## src/rtl/sin_dds_gen.sv

```systemverilog
`timescale 1ns/1ps
// -----------------------------------------------------------------------------
// sin_dds_gen
//
// Phase-accumulator direct digital synthesiser for the CVSD codec stimulus
// path. A PHASE_W-bit accumulator advances by a runtime frequency control word
// each enabled clk_10k edge. The top 8 phase bits address a 65-entry
// quarter-wave sine table, which gives 256 effective points per period. The
// waveform is then scaled by an amplitude word and emitted as an unsigned
// offset-binary sample. The output path has two pipeline stages:
//   stage A : phase -> signed 16-bit waveform value (s_a)
//   stage B : amplitude scaling and conversion to offset binary (sin_out)
//
// Parameters
//   PHASE_W  accumulator width (>= 8); f_out = fcw * f_clk / 2^PHASE_W
//   OUT_W    output sample width (4..16)
//   FCW_RST  frequency control word loaded at reset
//
// Ports
//   clk_10k     in   sample clock
//   rst_n       in   asynchronous active-low reset
//   en          in   accumulator advance enable
//   phase_rst   in   synchronous accumulator clear, wins over en
//   fcw_in      in   frequency control word (PHASE_W bits)
//   fcw_load    in   latch fcw_in into the FCW register
//   amp_in      in   amplitude 0..256 (256 = full scale, larger values clamp)
//   mode        in   0 sine, 1 triangle, 2 square, 3 sawtooth
//   sin_out     out  registered offset-binary sample (OUT_W bits)
//   out_valid   out  sin_out reflects an enabled phase step
//   zero_cross  out  one-cycle pulse on the first sample after a phase wrap
//
// Build option
//   SIN_DDS_AMP_RAMP_EN  when defined, the amplitude register slews toward
//                        the requested amplitude by one step per edge so
//                        amplitude changes are click-free; otherwise it
//                        follows the request on the next edge.
// -----------------------------------------------------------------------------
module sin_dds_gen #(
  parameter int          PHASE_W = 16,
  parameter int          OUT_W   = 8,
  parameter int unsigned FCW_RST = 3277
) (
  input  logic               clk_10k,
  input  logic               rst_n,
  input  logic               en,
  input  logic               phase_rst,
  input  logic [PHASE_W-1:0] fcw_in,
  input  logic               fcw_load,
  input  logic [8:0]         amp_in,
  input  logic [1:0]         mode,
  output logic [OUT_W-1:0]   sin_out,
  output logic               out_valid,
  output logic               zero_cross
);

  localparam logic [OUT_W-1:0] MID = {1'b1, {(OUT_W-1){1'b0}}};

  logic [PHASE_W-1:0] acc;
  logic [PHASE_W-1:0] fcw_r;
  logic [PHASE_W:0]   sum;
  logic [8:0]         amp_r;
  logic [8:0]         amp_tgt;
  logic               w0;
  logic               z1;
  logic               v1;

  logic [7:0]         p;
  logic [1:0]         q;
  logic [5:0]         i;
  logic [6:0]         idx;
  logic [15:0]        sine_mag;
  logic [15:0]        tri_mag;
  logic [15:0]        mag;
  logic signed [15:0] wave;
  logic signed [15:0] s_a;
  logic signed [25:0] prod;
  logic [OUT_W-1:0]   sample;

  // Quarter-wave table: round(32767 * sin(pi * k / 128)), k = 0..64.
  function automatic logic [15:0] sine_q(input logic [6:0] k);
    logic [15:0] r;
    r = 16'd0;
    case (k)
      7'd0:  r = 16'd0;     7'd1:  r = 16'd804;   7'd2:  r = 16'd1608;  7'd3:  r = 16'd2410;
      7'd4:  r = 16'd3212;  7'd5:  r = 16'd4011;  7'd6:  r = 16'd4808;  7'd7:  r = 16'd5602;
      7'd8:  r = 16'd6393;  7'd9:  r = 16'd7179;  7'd10: r = 16'd7962;  7'd11: r = 16'd8739;
      7'd12: r = 16'd9512;  7'd13: r = 16'd10278; 7'd14: r = 16'd11039; 7'd15: r = 16'd11793;
      7'd16: r = 16'd12539; 7'd17: r = 16'd13279; 7'd18: r = 16'd14010; 7'd19: r = 16'd14732;
      7'd20: r = 16'd15446; 7'd21: r = 16'd16151; 7'd22: r = 16'd16846; 7'd23: r = 16'd17530;
      7'd24: r = 16'd18204; 7'd25: r = 16'd18868; 7'd26: r = 16'd19519; 7'd27: r = 16'd20159;
      7'd28: r = 16'd20787; 7'd29: r = 16'd21403; 7'd30: r = 16'd22005; 7'd31: r = 16'd22594;
      7'd32: r = 16'd23170; 7'd33: r = 16'd23731; 7'd34: r = 16'd24279; 7'd35: r = 16'd24811;
      7'd36: r = 16'd25329; 7'd37: r = 16'd25832; 7'd38: r = 16'd26319; 7'd39: r = 16'd26790;
      7'd40: r = 16'd27245; 7'd41: r = 16'd27683; 7'd42: r = 16'd28105; 7'd43: r = 16'd28510;
      7'd44: r = 16'd28898; 7'd45: r = 16'd29268; 7'd46: r = 16'd29621; 7'd47: r = 16'd29956;
      7'd48: r = 16'd30273; 7'd49: r = 16'd30571; 7'd50: r = 16'd30852; 7'd51: r = 16'd31113;
      7'd52: r = 16'd31356; 7'd53: r = 16'd31580; 7'd54: r = 16'd31785; 7'd55: r = 16'd31971;
      7'd56: r = 16'd32137; 7'd57: r = 16'd32285; 7'd58: r = 16'd32412; 7'd59: r = 16'd32521;
      7'd60: r = 16'd32609; 7'd61: r = 16'd32678; 7'd62: r = 16'd32728; 7'd63: r = 16'd32757;
      7'd64: r = 16'd32767;
      default: r = 16'd0;
    endcase
    return r;
  endfunction

  // Requested amplitude, clamped to full scale.
  assign amp_tgt = (amp_in > 9'd256) ? 9'd256 : amp_in;

  // The extra top bit of the sum is the wrap (carry) indication.
  assign sum = {1'b0, acc} + {1'b0, fcw_r};

  // A new FCW only affects the accumulator from the following edge, because
  // the adder always reads the registered value.
  always_ff @(posedge clk_10k or negedge rst_n) begin
    if (!rst_n) begin
      fcw_r <= PHASE_W'(FCW_RST);
    end else if (fcw_load) begin
      fcw_r <= fcw_in;
    end
  end

  // Phase accumulator and wrap flag; phase_rst clears without signalling a wrap.
  always_ff @(posedge clk_10k or negedge rst_n) begin
    if (!rst_n) begin
      acc <= '0;
      w0  <= 1'b0;
    end else if (phase_rst) begin
      acc <= '0;
      w0  <= 1'b0;
    end else if (en) begin
      acc <= sum[PHASE_W-1:0];
      w0  <= sum[PHASE_W];
    end else begin
      w0  <= 1'b0;
    end
  end

`ifdef SIN_DDS_AMP_RAMP_EN
  // Slew the amplitude one step per edge toward the request.
  always_ff @(posedge clk_10k or negedge rst_n) begin
    if (!rst_n) begin
      amp_r <= 9'd256;
    end else if (amp_r < amp_tgt) begin
      amp_r <= amp_r + 9'd1;
    end else if (amp_r > amp_tgt) begin
      amp_r <= amp_r - 9'd1;
    end
  end
`else
  // Amplitude follows the request on the next edge.
  always_ff @(posedge clk_10k or negedge rst_n) begin
    if (!rst_n) begin
      amp_r <= 9'd256;
    end else begin
      amp_r <= amp_tgt;
    end
  end
`endif

  // Odd quadrants read the quarter table backwards (64 - i), which is why the
  // table holds 65 entries: the peak at k = 64 is reachable.
  assign p        = acc[PHASE_W-1 -: 8];
  assign q        = p[7:6];
  assign i        = p[5:0];
  assign idx      = q[0] ? (7'd64 - {1'b0, i}) : {1'b0, i};
  assign sine_mag = sine_q(idx);
  assign tri_mag  = (idx == 7'd64) ? 16'd32767 : {idx, 9'd0};
  assign mag      = (mode == 2'd1) ? tri_mag : sine_mag;

  // Stage A waveform selection. The second half of the period (q[1]) is the
  // negated first half for sine and triangle.
  always_comb begin
    wave = '0;
    case (mode)
      2'd0, 2'd1: wave = q[1] ? -$signed(mag) : $signed(mag);
      2'd2:       wave = p[7] ? -16'sd32767 : 16'sd32767;
      default:    wave = $signed({~p[7], p[6:0], 8'h00});
    endcase
  end

  // Both stage-B shifts floor, so they fold into one arithmetic shift of the
  // full product. Adding half scale to an in-range two's complement value is
  // just an MSB flip.
  assign prod   = s_a * $signed({1'b0, amp_r});
  assign sample = OUT_W'(prod >>> (24 - OUT_W)) ^ MID;

  // Output pipeline: stage A, stage B and the matching flag delays.
  always_ff @(posedge clk_10k or negedge rst_n) begin
    if (!rst_n) begin
      s_a        <= '0;
      sin_out    <= MID;
      v1         <= 1'b0;
      out_valid  <= 1'b0;
      z1         <= 1'b0;
      zero_cross <= 1'b0;
    end else begin
      s_a        <= wave;
      sin_out    <= sample;
      v1         <= en;
      out_valid  <= v1;
      z1         <= w0;
      zero_cross <= z1;
    end
  end

endmodule

```

## config.mk

```make
export PLATFORM = sky130hd
export DESIGN_NAME = sin_dds_gen
export DESIGN_NICKNAME = d
export VERILOG_FILES = /design/src/rtl/sin_dds_gen.sv
export SDC_FILE = /design/constraint.sdc
export NUM_CORES = 1
export LEC_CHECK = 0
export BUFFER_PORTS_ARGS = -buffer_cell sky130_fd_sc_hd__buf_4
export CAP_MARGIN = 20
export CORE_ASPECT_RATIO = 1.1
export CORE_MARGIN = 5
export CORE_UTILIZATION = 60
export DETAILED_ROUTE_END_ITERATION = 8
export PLACE_DENSITY = 0.78
export SLEW_MARGIN = 20
export SYNTH_ARGS = -nofsm -noshare
export SYNTH_HDL_FRONTEND = slang
export SYNTH_SLANG_ARGS = --single-unit
```

## constraint.sdc

```tcl
create_clock -name clk_10k -period 6.9 [get_ports clk_10k]
set_clock_uncertainty 0.05 [all_clocks]
set_input_delay 0.345 -clock clk_10k [delete_from_list [all_inputs] [get_ports clk_10k]]
set_output_delay 0.345 -clock clk_10k [all_outputs]
set_load 0.01 [all_outputs]
```

### After elaboration in Yosys (flattened, before gate mapping)

Memory sizes are Yosys's and may differ from the RTL's.
Cells that the tools add are included.

* flip-flop bits (word level): 70
* memories kept: 1
* output and inout port bits: 10
* memory bits (read-only): 1920

Memory list
* (name not given): words 128, bits a word 15, read ports 1, clocked after Yosys merged registers in 0, write ports 0, line 83 `case (k)`

* multiply operators: 1
* reduce and logical (&&, ||, !) cells: 3
* equal/unequal tests: 3
* $add $sub $neg: 3
* bitwise operators: 2
* magnitude comparators: 1
* muxes and demuxes: 11

Operators with widths (number)
* 16-bit two-way mux: 6
* 16-bit one-hot mux with 2 select lines: 1
* 16-bit by 10-bit multiplier with 24-bit output: 1
* 16-bit by 16-bit adder with 17-bit output: 1
* 16-bit negator: 1
* 9-bit greater-than comparator, second input constant: 1
* 9-bit two-way mux: 1
* 7-bit == test, second input constant: 1
* 7-bit two-way mux: 1
* 7-bit by 6-bit subtractor with 7-bit output, first input constant: 1
* 2-bit by 1-bit == test with 1-bit output, second input constant: 1
* 2-bit == test, second input constant: 1
* 2-bit logical NOT: 1
* 1-bit two-way mux: 2
* 1-bit inverter: 2
* 2-bit nonzero test: 1
* 2-bit OR reduction: 1

### Depth between registers and ports, before layout

Gate-level depths: netlist of the first run.

* depth in word-level cells: 8
* gate-level depth with buffers: 22
* mapped depth without buffers: 21

### Worst setup path after synthesis of the first run

Ideal clock, no wire load.

* path type: register to register
* start: reg amp_r[1]
* end: reg sin_out[7]
* library setup time: 64 ps
* buffers on the path: 1
* required time: 6786 ps
* setup slack: 1399 ps
* arrival: 5386 ps
* period minus slack after synthesis: 5501 ps
* stages on the path, launching flop included: 22
* cell sequence: dfrtp_1 clkbuf_1 nand2_1 fa_1 inv_1 fa_1 fa_1 fa_1 inv_1 fa_1 inv_1 ha_1 a21o_1 a21oi_1 nand2_1 a21o_1 a21oi_1 nor2_1 a211oi_1 a31oi_1 or4_1 nand3_1

* cells in the longest elaborated chain, start to end: 2

RTL lines
* start: declaration: line 61 `logic [8:0] amp_r;`
* start signal: assignment: line 155 `amp_r <= amp_tgt;`
* 16-bit by 10-bit multiplier with 24-bit output: line 184 `assign prod = s_a * $signed({1'b0, amp_r});`
* 1-bit inverter (no line)
* named net sample[7]: line 77 `logic [OUT_W-1:0] sample;`
* end signal: assignment: line 198 `sin_out <= sample;`
* end: declaration: line 51 `output logic [OUT_W-1:0] sin_out,`

The timed path passes the listed nets, and every way through them passes these cells.
A chain may end at the register's enable or synchronous reset.

### Worst setup path after layout of the first run

* start: reg amp_r[4]
* end: reg sin_out[7]

Same word-level chain as after synthesis.

==> results of run 1 <==
-- logic make-up (layout without fill, tap and decap cells) --
logic type,after synthesis,count (layout),share of synthesized area [%]
AOI/OAI and AO/OA,232,232,16.1
and+or+nand+nor,385,385,18.6
muxes,51,51,5.28
xor gates and xnor gates,38,38,3.22
DFF,70,70,16.7
buffers and inverters,231,228,8.68
adders and majority gates,197,197,31.5
-- registers in the layout, indices dropped and copies added (netlist names) --
signal	flops
sin_out	8
amp_r	9
fcw_r	16
w0	1
z1	1
zero_cross	1
v1	1
acc	16
s_a	16
out_valid	1
-- synth_stat cells, types with 4 or more instances --
| cell | count |
|---|---|
| a2111o_1 | 4 |
| a2111oi_0 | 9 |
| a211o_1 | 6 |
| a211oi_1 | 18 |
| a21o_1 | 11 |
| a21oi_1 | 47 |
| a311oi_1 | 6 |
| a31oi_1 | 15 |
| a41oi_1 | 5 |
| and2_1 | 73 |
| and3_1 | 7 |
| buf_2 | 17 |
| clkbuf_1 | 49 |
| dfrtp_1 | 61 |
| dfstp_2 | 9 |
| fa_1 | 115 |
| ha_1 | 82 |
| inv_1 | 155 |
| mux2_2 | 20 |
| mux2i_1 | 28 |
| nand2_1 | 110 |
| nand2b_1 | 10 |
| nand3_1 | 18 |
| nand4_1 | 6 |
| nor2_1 | 78 |
| nor2b_1 | 14 |
| nor3_1 | 29 |
| nor4_1 | 5 |
| o211ai_1 | 12 |
| o21a_1 | 7 |
| o21ai_0 | 22 |
| o21bai_1 | 8 |
| o221ai_1 | 6 |
| o22ai_1 | 6 |
| o31ai_1 | 4 |
| o41ai_1 | 4 |
| or3_1 | 5 |
| xnor2_1 | 26 |
| xor2_1 | 11 |
-- cells in the final DEF (no fill, tap or decap), types with 10 or more instances in the layout --
master / netlist / layout
a31oi_1: 15 / 15
o21ai_0: 22 / 22
buf_4: 2 / 54
dfrtp_1: 61 / 61
ha_1: 82 / 82
and2_1: 73 / 73
o211ai_1: 12 / 12
nand3_1: 18 / 18
fa_1: 115 / 115
xor2_1: 11 / 11
inv_1: 155 / 155
nand2_1: 110 / 110
a21o_1: 11 / 11
xnor2_1: 26 / 26
nor2b_1: 14 / 14
nand2b_1: 10 / 10
a21oi_1: 47 / 47
nor3_1: 29 / 29
nor2_1: 78 / 78
mux2i_1: 28 / 28
mux2_2: 20 / 20
a211oi_1: 18 / 18
-- per-stage QoR --
stage / util, % / power (W)
after global routing: 64.2 / 0.00638
after floorplan: - / 0.00422
final: 64.2 / 0.00568
after detailed placement: 62.4 / 0.00519
after global placement: 62.4 / 0.00504
after CTS: 64.2 / 0.00571
-- layer usage --
layer / up-vias / share of wire, %
met5: - / 0
met4: 0 / 3.8
met3: 64 / 5.2
met2: 298 / 50
met1: 4236 / 41
li1: 4075 / -
-- path summary, 6_finish.rpt --
| kind | slack [ns] | to | from | depth (start not counted) |
|---|---|---|---|---|
| max | 1.10 | sin_out[7]$_DFF_PN1_ | amp_r[4]$_DFF_PN0_ | 19 |
| min | 0.07 | fcw_r[4]$_DFFE_PN0P_ | rst_n | 1 |
| max reg2reg | 1.10 | sin_out[7]$_DFF_PN1_ | amp_r[4]$_DFF_PN0_ | 19 |
| min reg2reg | 0.31 | out_valid$_DFF_PN0_ | v1$_DFF_PN0_ | 0 |
| max in group asynchronous | 6.16 | amp_r[5]$_DFF_PN0_ | rst_n | 1 |
| min in group clk_10k | 0.11 | amp_r[8]$_DFF_PN1_ | amp_in[8] | 1 |
-- where the power goes --
group	total, W	internal (W)	switching (W)	leakage [nW]
Combinational	0.00446	0.00185	0.00261	4.43
Clock	0.000477	0.000285	0.000192	0.149
Sequential	0.000740	0.000544	0.000196	0.855
-- area by class of cell --
type	instances	area, um2
clock buffer	9	225
clock inverter	7	80.1
fill	1459	6290
inverter	158	593
multi-input combinational	903	7900
sequential	70	1760
tap	238	298
timing repair buffer	54	405
==> results.json, run 1 <==
{
  "start_util_pct": 60.3,
  "overflow": 0,
  "critPathCaptureType": "flop",
  "die_h_um": 149,
  "top_usage_layer": "met2",
  "setup-tns-final_ns": 0,
  "post-route-cell-area_um2": 11300,
  "antenna_cells": 0,
  "setup_ws_ns": 1.10,
  "io_buffers": 41,
  "clk_path_buf_depth": 2,
  "grt_pass1_vias": 8801,
  "path_clk_slew_ns": 0.06,
  "cts_buffers": 9,
  "critical_path_class": "reg -> reg",
  "grt_use_met1_pct": 33.4,
  "status": "finished clean",
  "area_growth_pct": 6.46,
  "via_per_inst": 6.03,
  "grt_first_pass_wirelength_um": 42600,
  "antenna_found_initial": 0,
  "gp_congestion": 0.976,
  "fin_crit_sh_pct": 84.1,
  "crit_path_max_fanout": 16,
  "max_cap_violations": 0,
  "dp_slack_ns": 1.09,
  "max_freq_mhz": 172,
  "ys_seq_area_share_pct": 16.7,
  "netlist_area_um2": 10600,
  "fin_crit_ns": 5.80,
  "ctsHoldBuffers": 0,
  "core-area_um2": 17500,
  "wl_um": 24600,
  "place.detailed.hpwl_um": 18800,
  "tightest_slew_ns": 0.923,
  "place_area_um2": 11000,
  "cp-start-kind": "flop",
  "synthCells": 1204,
  "hold-worst-slack_ns": 0.0654,
  "htreeDepth": 3,
  "synth_edf_count": 0,
  "hp-class": "in -> async",
  "pin_count": 42,
  "rsz0062_at_grt": "no",
  "wl_per_cell_um": 17.1,
  "ys_ff_latch": 70,
  "cp.arrival_ns": 6.03,
  "synth_top_area_share_pct": 21.8,
  "cts_sinks": 70,
  "gr-usage-met2_pct": 43.2,
  "setup_viol": 0,
  "critPathRequiredTime_ns": 7.13,
  "synthTopCellsByArea": "fa_1 (22%), dfrtp_1 (14%), ha_1 (9.7%), inv_1 (5.5%), and2_1 (4.3%)",
  "gr-usage-met3_pct": 4.18,
  "dieWidth_um": 137,
  "synth_top_area_cell": "fa_1",
  "clk_latency_ns": 0.34,
  "ant_nets": 0,
  "place_inst": 1423,
  "critical_path_buf_inv_count": 2,
  "max-slew-margin-rel_pct": 36.9,
  "final_layout_size_suffix_gt1_share_pct": 10.4,
  "synthArstFlopShare_pct": 100,
  "root_buffer": "clkbuf_16",
  "finalMaxSlewViolations": 0,
  "drc_errors": 0,
  "nets": 1425,
  "cp_common_cell": "fa_1",
  "cts_setup_buffers": 0,
  "critPathMaxStageDelay_ns": 0.58,
  "ys_warn_count": 0,
  "cts_tree": "yes",
  "grt_util_all_layers_pct": 25.9,
  "synthFlopType": "dfrtp_1",
  "drtIter0Drc": 771,
  "vias": 8673,
  "fp.dieArea_um2": 20400,
  "power.leakage_nw": 5.44,
  "irDropWorstVdd_v": 0.000318,
  "row_count": 51,
  "cpMaxStageDelayCell": "fa_1",
  "path_cells": "and2_1 -> fa_1 -> fa_1 -> fa_1 -> fa_1 -> inv_1 -> fa_1 -> inv_1 -> ha_1 -> a21o_1 -> a21oi_1 -> nand2_1 -> a21o_1 -> a21oi_1 -> nor2_1 -> a211oi_1 -> a31oi_1 -> or4_1 -> nand3_1",
  "syn_nets": 1433,
  "cp_top_family": "adder cells",
  "p_per_area_nw_per_um2": 504,
  "synth_cell_types": 91,
  "grt_max_degree": 71,
  "layout.cells.non_filler": 1439,
  "syn_area_per_cell_um2": 8.79,
  "cts_resized": 0,
  "drtPass1Iterations": 5,
  "final_hold_viol_count": 0
}
No activity file was read; power rests on OpenSTA's default activity.
==> run 2: changes to the inputs <==
- CORE_UTILIZATION: 60 -> 59
- PLACE_DENSITY: 0.78 -> 0.8
- clock period: 6.9 -> 5.2 ns (I/O delays scaled with it)
==> run 2 against run 1 <==
Effect of this change:
- the flow now finishes with violations (negative hold slack)
- via count up 5.6%
- critical path depth up 1
- clock power up 37%
- total power up 51%
- design area up 7.1%
- combinational power up 57%
- non-clock buffer count up 76
- die area up 1.6%
- first-iteration DRC count down 6.4%
- hold slack worse by 0.084 ns
- sequential power up 27%
- global-route usage up 0.83 points
- critical path type unchanged
- largest power group unchanged
- highest routed layer unchanged
==> results.json, run 2 (synthesized netlist as in run 1, its figures left out) <==
{
  "status": "complete, but fails checks",
  "violations": "negative hold slack",
  "via_per_inst": 6.05,
  "path_clk_slew_ns": 0.07,
  "final_cell_mix": "inv_1 (149), buf_4 (122), fa_1 (110), nand2_1 (105), ha_1 (78)",
  "r2r_setup_slack_ns": 0.04,
  "antenna_cells": 0,
  "final_layout_size_suffix_gt1_share_pct": 19.5,
  "overflow": 0,
  "reg_top3": "acc (16), fcw_r (16), s_a (16)",
  "crit_start": "amp_r[1]$_DFF_PN0_",
  "htreeDepth": 3,
  "row_count": 51,
  "r2r_start": "amp_r[1]$_DFF_PN0_",
  "area_growth_pct": 14.0,
  "critPathMaxStageDelay_ns": 0.53,
  "fin_crit_sh_pct": 99.2,
  "critPathCaptureType": "flop",
  "dieWidth_um": 138,
  "crit_path_end": "sin_out[6]$_DFF_PN0_",
  "drc_errors": 0,
  "r2r_cells": 20,
  "root_buffer": "clkbuf_16",
  "place_inst": 1477,
  "cts_buffers": 9,
  "setup-tns-final_ns": 0,
  "grt_max_degree": 71,
  "critical_path_class": "reg -> reg",
  "setup_viol": 0,
  "wl_per_cell_um": 17.7,
  "ant_nets": 0,
  "cts_sinks": 70,
  "antenna_found_initial": 0,
  "hold-worst-slack_ns": -0.0189,
  "power.leakage_nw": 5.82,
  "start_util_pct": 59.8,
  "r2r_end": "sin_out[6]$_DFF_PN0_",
  "layout.cells.non_filler": 1515,
  "finalMaxSlewViolations": 0,
  "drtPass1Iterations": 5,
  "hp-class": "in -> async",
  "path_cells": "buf_6 -> nand2_2 -> fa_1 -> inv_1 -> fa_1 -> inv_1 -> fa_1 -> inv_2 -> fa_1 -> inv_2 -> fa_1 -> inv_1 -> ha_1 -> nand2_1 -> o21ai_2 -> or3b_4 -> a31oi_4 -> buf_6 -> a21oi_2 -> xnor2_1",
  "nets": 1501,
  "cp.arrival_ns": 5.34,
  "core-area_um2": 17700,
  "cts_tree": "yes",
  "final_hold_viol_count": 24,
  "max-slew-margin-rel_pct": 39.2,
  "cpMaxStageDelayCell": "fa_1",
  "grt_util_all_layers_pct": 26.7,
  "clk_path_buf_depth": 2,
  "fin_crit_ns": 5.16,
  "wl_um": 26800,
  "layout_commonest_cell": "inv_1",
  "die_h_um": 150,
  "crit_path_max_fanout": 8,
  "io_buffers": 41,
  "gp_congestion": 0.985,
  "fp.dieArea_um2": 20700,
  "vias": 9160,
  "max_cap_violations": 0,
  "drtIter0Drc": 722,
  "cp-start-kind": "flop",
  "max_freq_mhz": 194,
  "pin_count": 42,
  "clk_latency_ns": 0.35,
  "p_per_area_nw_per_um2": 712,
  "rsz0062_at_grt": "yes",
  "critPathRequiredTime_ns": 5.38,
  "grt_first_pass_wirelength_um": 44500,
  "tightest_slew_ns": 0.903,
  "irDropWorstVdd_v": 0.000546,
  "cp_common_cell": "fa_1",
  "place.detailed.hpwl_um": 19900,
  "grt_pass1_vias": 9458
}
-- run 2: layout make-up --
cell class | instances | area (um2)
tap | 238 | 298
clock inverter | 7 | 86.3
multi-input combinational | 903 | 8060
inverter | 158 | 593
clock buffer | 9 | 225
fill | 1338 | 5610
timing repair buffer | 130 | 1020
sequential | 70 | 1780
-- run 2: critical path, delay by kind of cell (launching register included) --
kind                     cells  cell delay (ns)
AO/OA/AOI/OAI                3             0.42
XOR/XNOR                     1             0.13
adder cells (fa/ha/maj)      6             2.83
buffers and inverters        7             0.55
flip-flops                   1             0.49
AND/OR/NAND/NOR              3             0.57
-- run 2: timing repair --
item / in CTS / in global routing
hold endpoints to repair: 0 / 0
setup buffers: 7 / 15
pin swaps: 11 / 40
setup endpoints to repair: 6 / 7
hold buffers: 0 / 0
gates resized for setup: 22 / 42
-- run 2: worst min path at each step --
stage,end,slack (ns),cells after the start
final,acc[4]$_DFFE_PN0P_,-0.02,1
after global placement,out_valid$_DFF_PN0_,0.29,0
after floorplan,acc[0]$_DFFE_PN0P_,-0.09,0
after global routing,amp_r[8]$_DFF_PN1_,0.01,1
after detailed placement,out_valid$_DFF_PN0_,0.29,0
after CTS,amp_r[8]$_DFF_PN1_,0.01,1
-- run 2: layer usage --
metal | global-route usage (%) | wire length, um | up-vias
met3 | 3.58 | 1480 | 78
met1 | 33.2 | 10700 | 4489
met4 | 11.4 | 937 | 0
met2 | 46.3 | 13700 | 360
li1 | - | - | 4233
met5 | 0 | 0 | -
-- run 2: stage by stage --
| stage | setup WS [ns] | power [W] | hold WS (ns) | utilization (%) | instance area, um2 |
|---|---|---|---|---|---|
| after floorplan | 0.0129 | 0.00564 | -0.0856 | - | 10600 |
| after global placement | -0.112 | 0.00708 | 0.292 | 64.4 | 11400 |
| after detailed placement | -0.242 | 0.00736 | 0.288 | 64.4 | 11400 |
| after CTS | 0.00779 | 0.00820 | 0.0101 | 66.8 | 11800 |
| after global routing | -0.128 | 0.00951 | 0.0100 | 68.3 | 12100 |
| final | 0.0403 | 0.00858 | -0.0189 | 68.3 | 12100 |
-- run 2: report_power, final --
part / total (W) / internal (W) / switching (W)
registers: 0.000942 / 0.000729 / 0.000213
logic: 0.00699 / 0.00306 / 0.00393
clock network: 0.000653 / 0.000382 / 0.000271
==> run 3: changes to the inputs <==
- BUFFER_PORTS_ARGS: -buffer_cell sky130_fd_sc_hd__buf_4 -> not set
- CORE_UTILIZATION: 59 -> 60
- DONT_BUFFER_PORTS: not set -> 1
- PLACE_DENSITY: 0.8 -> 0.79
==> run 3 against run 2 <==
Effect of this change:
- register-to-register slack got worse by 0.11 ns
- fmax fell by 2.0%
- the run ends with negative setup slack left
- highest routed layer unchanged
- global-route usage rose by 0.95 points
- setup slack got worse by 0.11 ns
==> results.json, run 3 (synthesized netlist as in run 1, its figures left out) <==
{
  "finalMaxSlewViolations": 0,
  "fin_crit_ns": 5.27,
  "cts_sinks": 70,
  "critPathRequiredTime_ns": 5.38,
  "core-area_um2": 17500,
  "violations": "negative setup slack",
  "pin_count": 42,
  "grt_first_pass_wirelength_um": 45200,
  "r2r_cells": 20,
  "rsz0062_at_grt": "yes",
  "p_per_area_nw_per_um2": 724,
  "critPathCaptureType": "flop",
  "antenna_cells": 0,
  "power_w": 0.00867,
  "power.leakage_nw": 5.72,
  "irDropWorstVdd_v": 0.000437,
  "critical_path_class": "reg -> reg",
  "reg_top3": "acc (16), fcw_r (16), s_a (16)",
  "via_per_inst": 6.12,
  "htreeDepth": 3,
  "tightest_slew_ns": 0.917,
  "die_h_um": 149,
  "wl_per_cell_um": 18.7,
  "setup_ws_ns": -0.0657,
  "fp.dieArea_um2": 20400,
  "path_clk_slew_ns": 0.06,
  "overflow": 0,
  "status": "complete, but fails checks",
  "r2r_setup_slack_ns": -0.07,
  "hold_depth": 1,
  "layout_commonest_cell": "inv_1",
  "cp-start-kind": "flop",
  "max_cap_violations": 0,
  "grt_max_degree": 71,
  "cts_buffers": 9,
  "max_freq_mhz": 190,
  "max-slew-margin-rel_pct": 38.2,
  "place_inst": 1438,
  "antenna_found_initial": 0,
  "final_layout_size_suffix_gt1_share_pct": 17.6,
  "crit_start": "s_a[6]$_DFF_PN0_",
  "cp.arrival_ns": 5.45,
  "cts_tree": "yes",
  "drtIter0Drc": 870,
  "grt_pass1_vias": 9449,
  "place.detailed.hpwl_um": 19600,
  "drc_errors": 0,
  "fin_crit_sh_pct": 101,
  "clk_path_buf_depth": 2,
  "drtPass1Iterations": 7,
  "vias": 9149,
  "r2r_start": "s_a[6]$_DFF_PN0_",
  "dp_slack_ns": -0.291,
  "clk_latency_ns": 0.35,
  "wl_um": 27900,
  "nFillCells": 1307,
  "setup-tns-final_ns": -0.151,
  "start_util_pct": 60.3,
  "layout.cells.non_filler": 1496,
  "fin_util_pct": 68.2,
  "io_buffers": 0,
  "dieWidth_um": 137,
  "setup_viol": 3,
  "hp-class": "in -> reg",
  "final_cell_mix": "inv_1 (149), fa_1 (107), nand2_1 (106), buf_4 (91), nor2_1 (78)",
  "gp_congestion": 0.951,
  "final_hold_viol_count": 0,
  "root_buffer": "clkbuf_16",
  "hp-start": "fcw_in[1]",
  "area_growth_pct": 13.1,
  "grt_util_all_layers_pct": 27.6,
  "row_count": 51,
  "crit_path_max_fanout": 6,
  "nets": 1482,
  "ant_nets": 0
}
run 3: layout make-up:
type / count / area (um2) / area share, %
Multi-Input combinational cell: 903 / 8090 / 67.6
Sequential cell: 70 / 1780 / 14.9
Timing Repair Buffer: 111 / 908 / 7.59
Inverter: 158 / 593 / 4.96
Tap cell: 238 / 298 / 2.49
Clock buffer: 9 / 225 / 1.88
Clock inverter: 7 / 75.1 / 0.627
run 3: per-stage QoR:
step	instance area, um2	hold slack [ns]
after floorplan	10600	-0.0856
after global placement	11100	-0.0833
after detailed placement	11100	-0.0834
after CTS	11800	0.000343
after global routing	12000	0.00295
final	12000	0.0113
run 3: power breakdown:
part / internal (W) / switching (W)
combinational: 0.00310 / 0.00399
sequential: 0.000731 / 0.000224
clock: 0.000341 / 0.000284
total: 0.00418 / 0.00449
run 3: final timing paths:
check                                  endpoint
setup reg to reg           sin_out[6]$_DFF_PN0_
max in group asynchronous    amp_r[8]$_DFF_PN1_
min in group asynchronous  fcw_r[4]$_DFFE_PN0P_
hold reg to reg             out_valid$_DFF_PN0_
hold / removal             fcw_r[1]$_DFFE_PN0P_
setup / recovery           sin_out[6]$_DFF_PN0_
run 3: what timing repair did:
action	CTS	global route
buffers inserted	22	7
setup endpoints to repair	7	6
endpoints found under the hold margin	114	1
resized for setup	41	24
hold buffers	13	1
pin swaps	30	22
gates cloned	0	0
run 3: critical path, stage by stage, from the launching register on:
cell and delay (ns):
dfrtp_2 0.47, buf_6 0.14, nand2_1 0.07, fa_1 0.50, inv_1 0.08, fa_1 0.52, inv_1 0.07, fa_1 0.50
inv_2 0.05, fa_1 0.53, inv_1 0.06, fa_1 0.54, inv_1 0.05, ha_2 0.31, nand2_2 0.07, o21ai_4 0.19
or3b_4 0.45, a31oi_4 0.18, buf_4 0.16, a21oi_2 0.06, xnor2_1 0.13
run 3: metal layers:
layer / vias up / global-route usage, % / share of wire [%]
met2: 359 / 47.8 / 51
li1: 4189 / - / -
met3: 100 / 5.60 / 5.7
met4: 0 / 11.4 / 3.8
met5: - / 0 / 0
met1: 4501 / 33.5 / 39
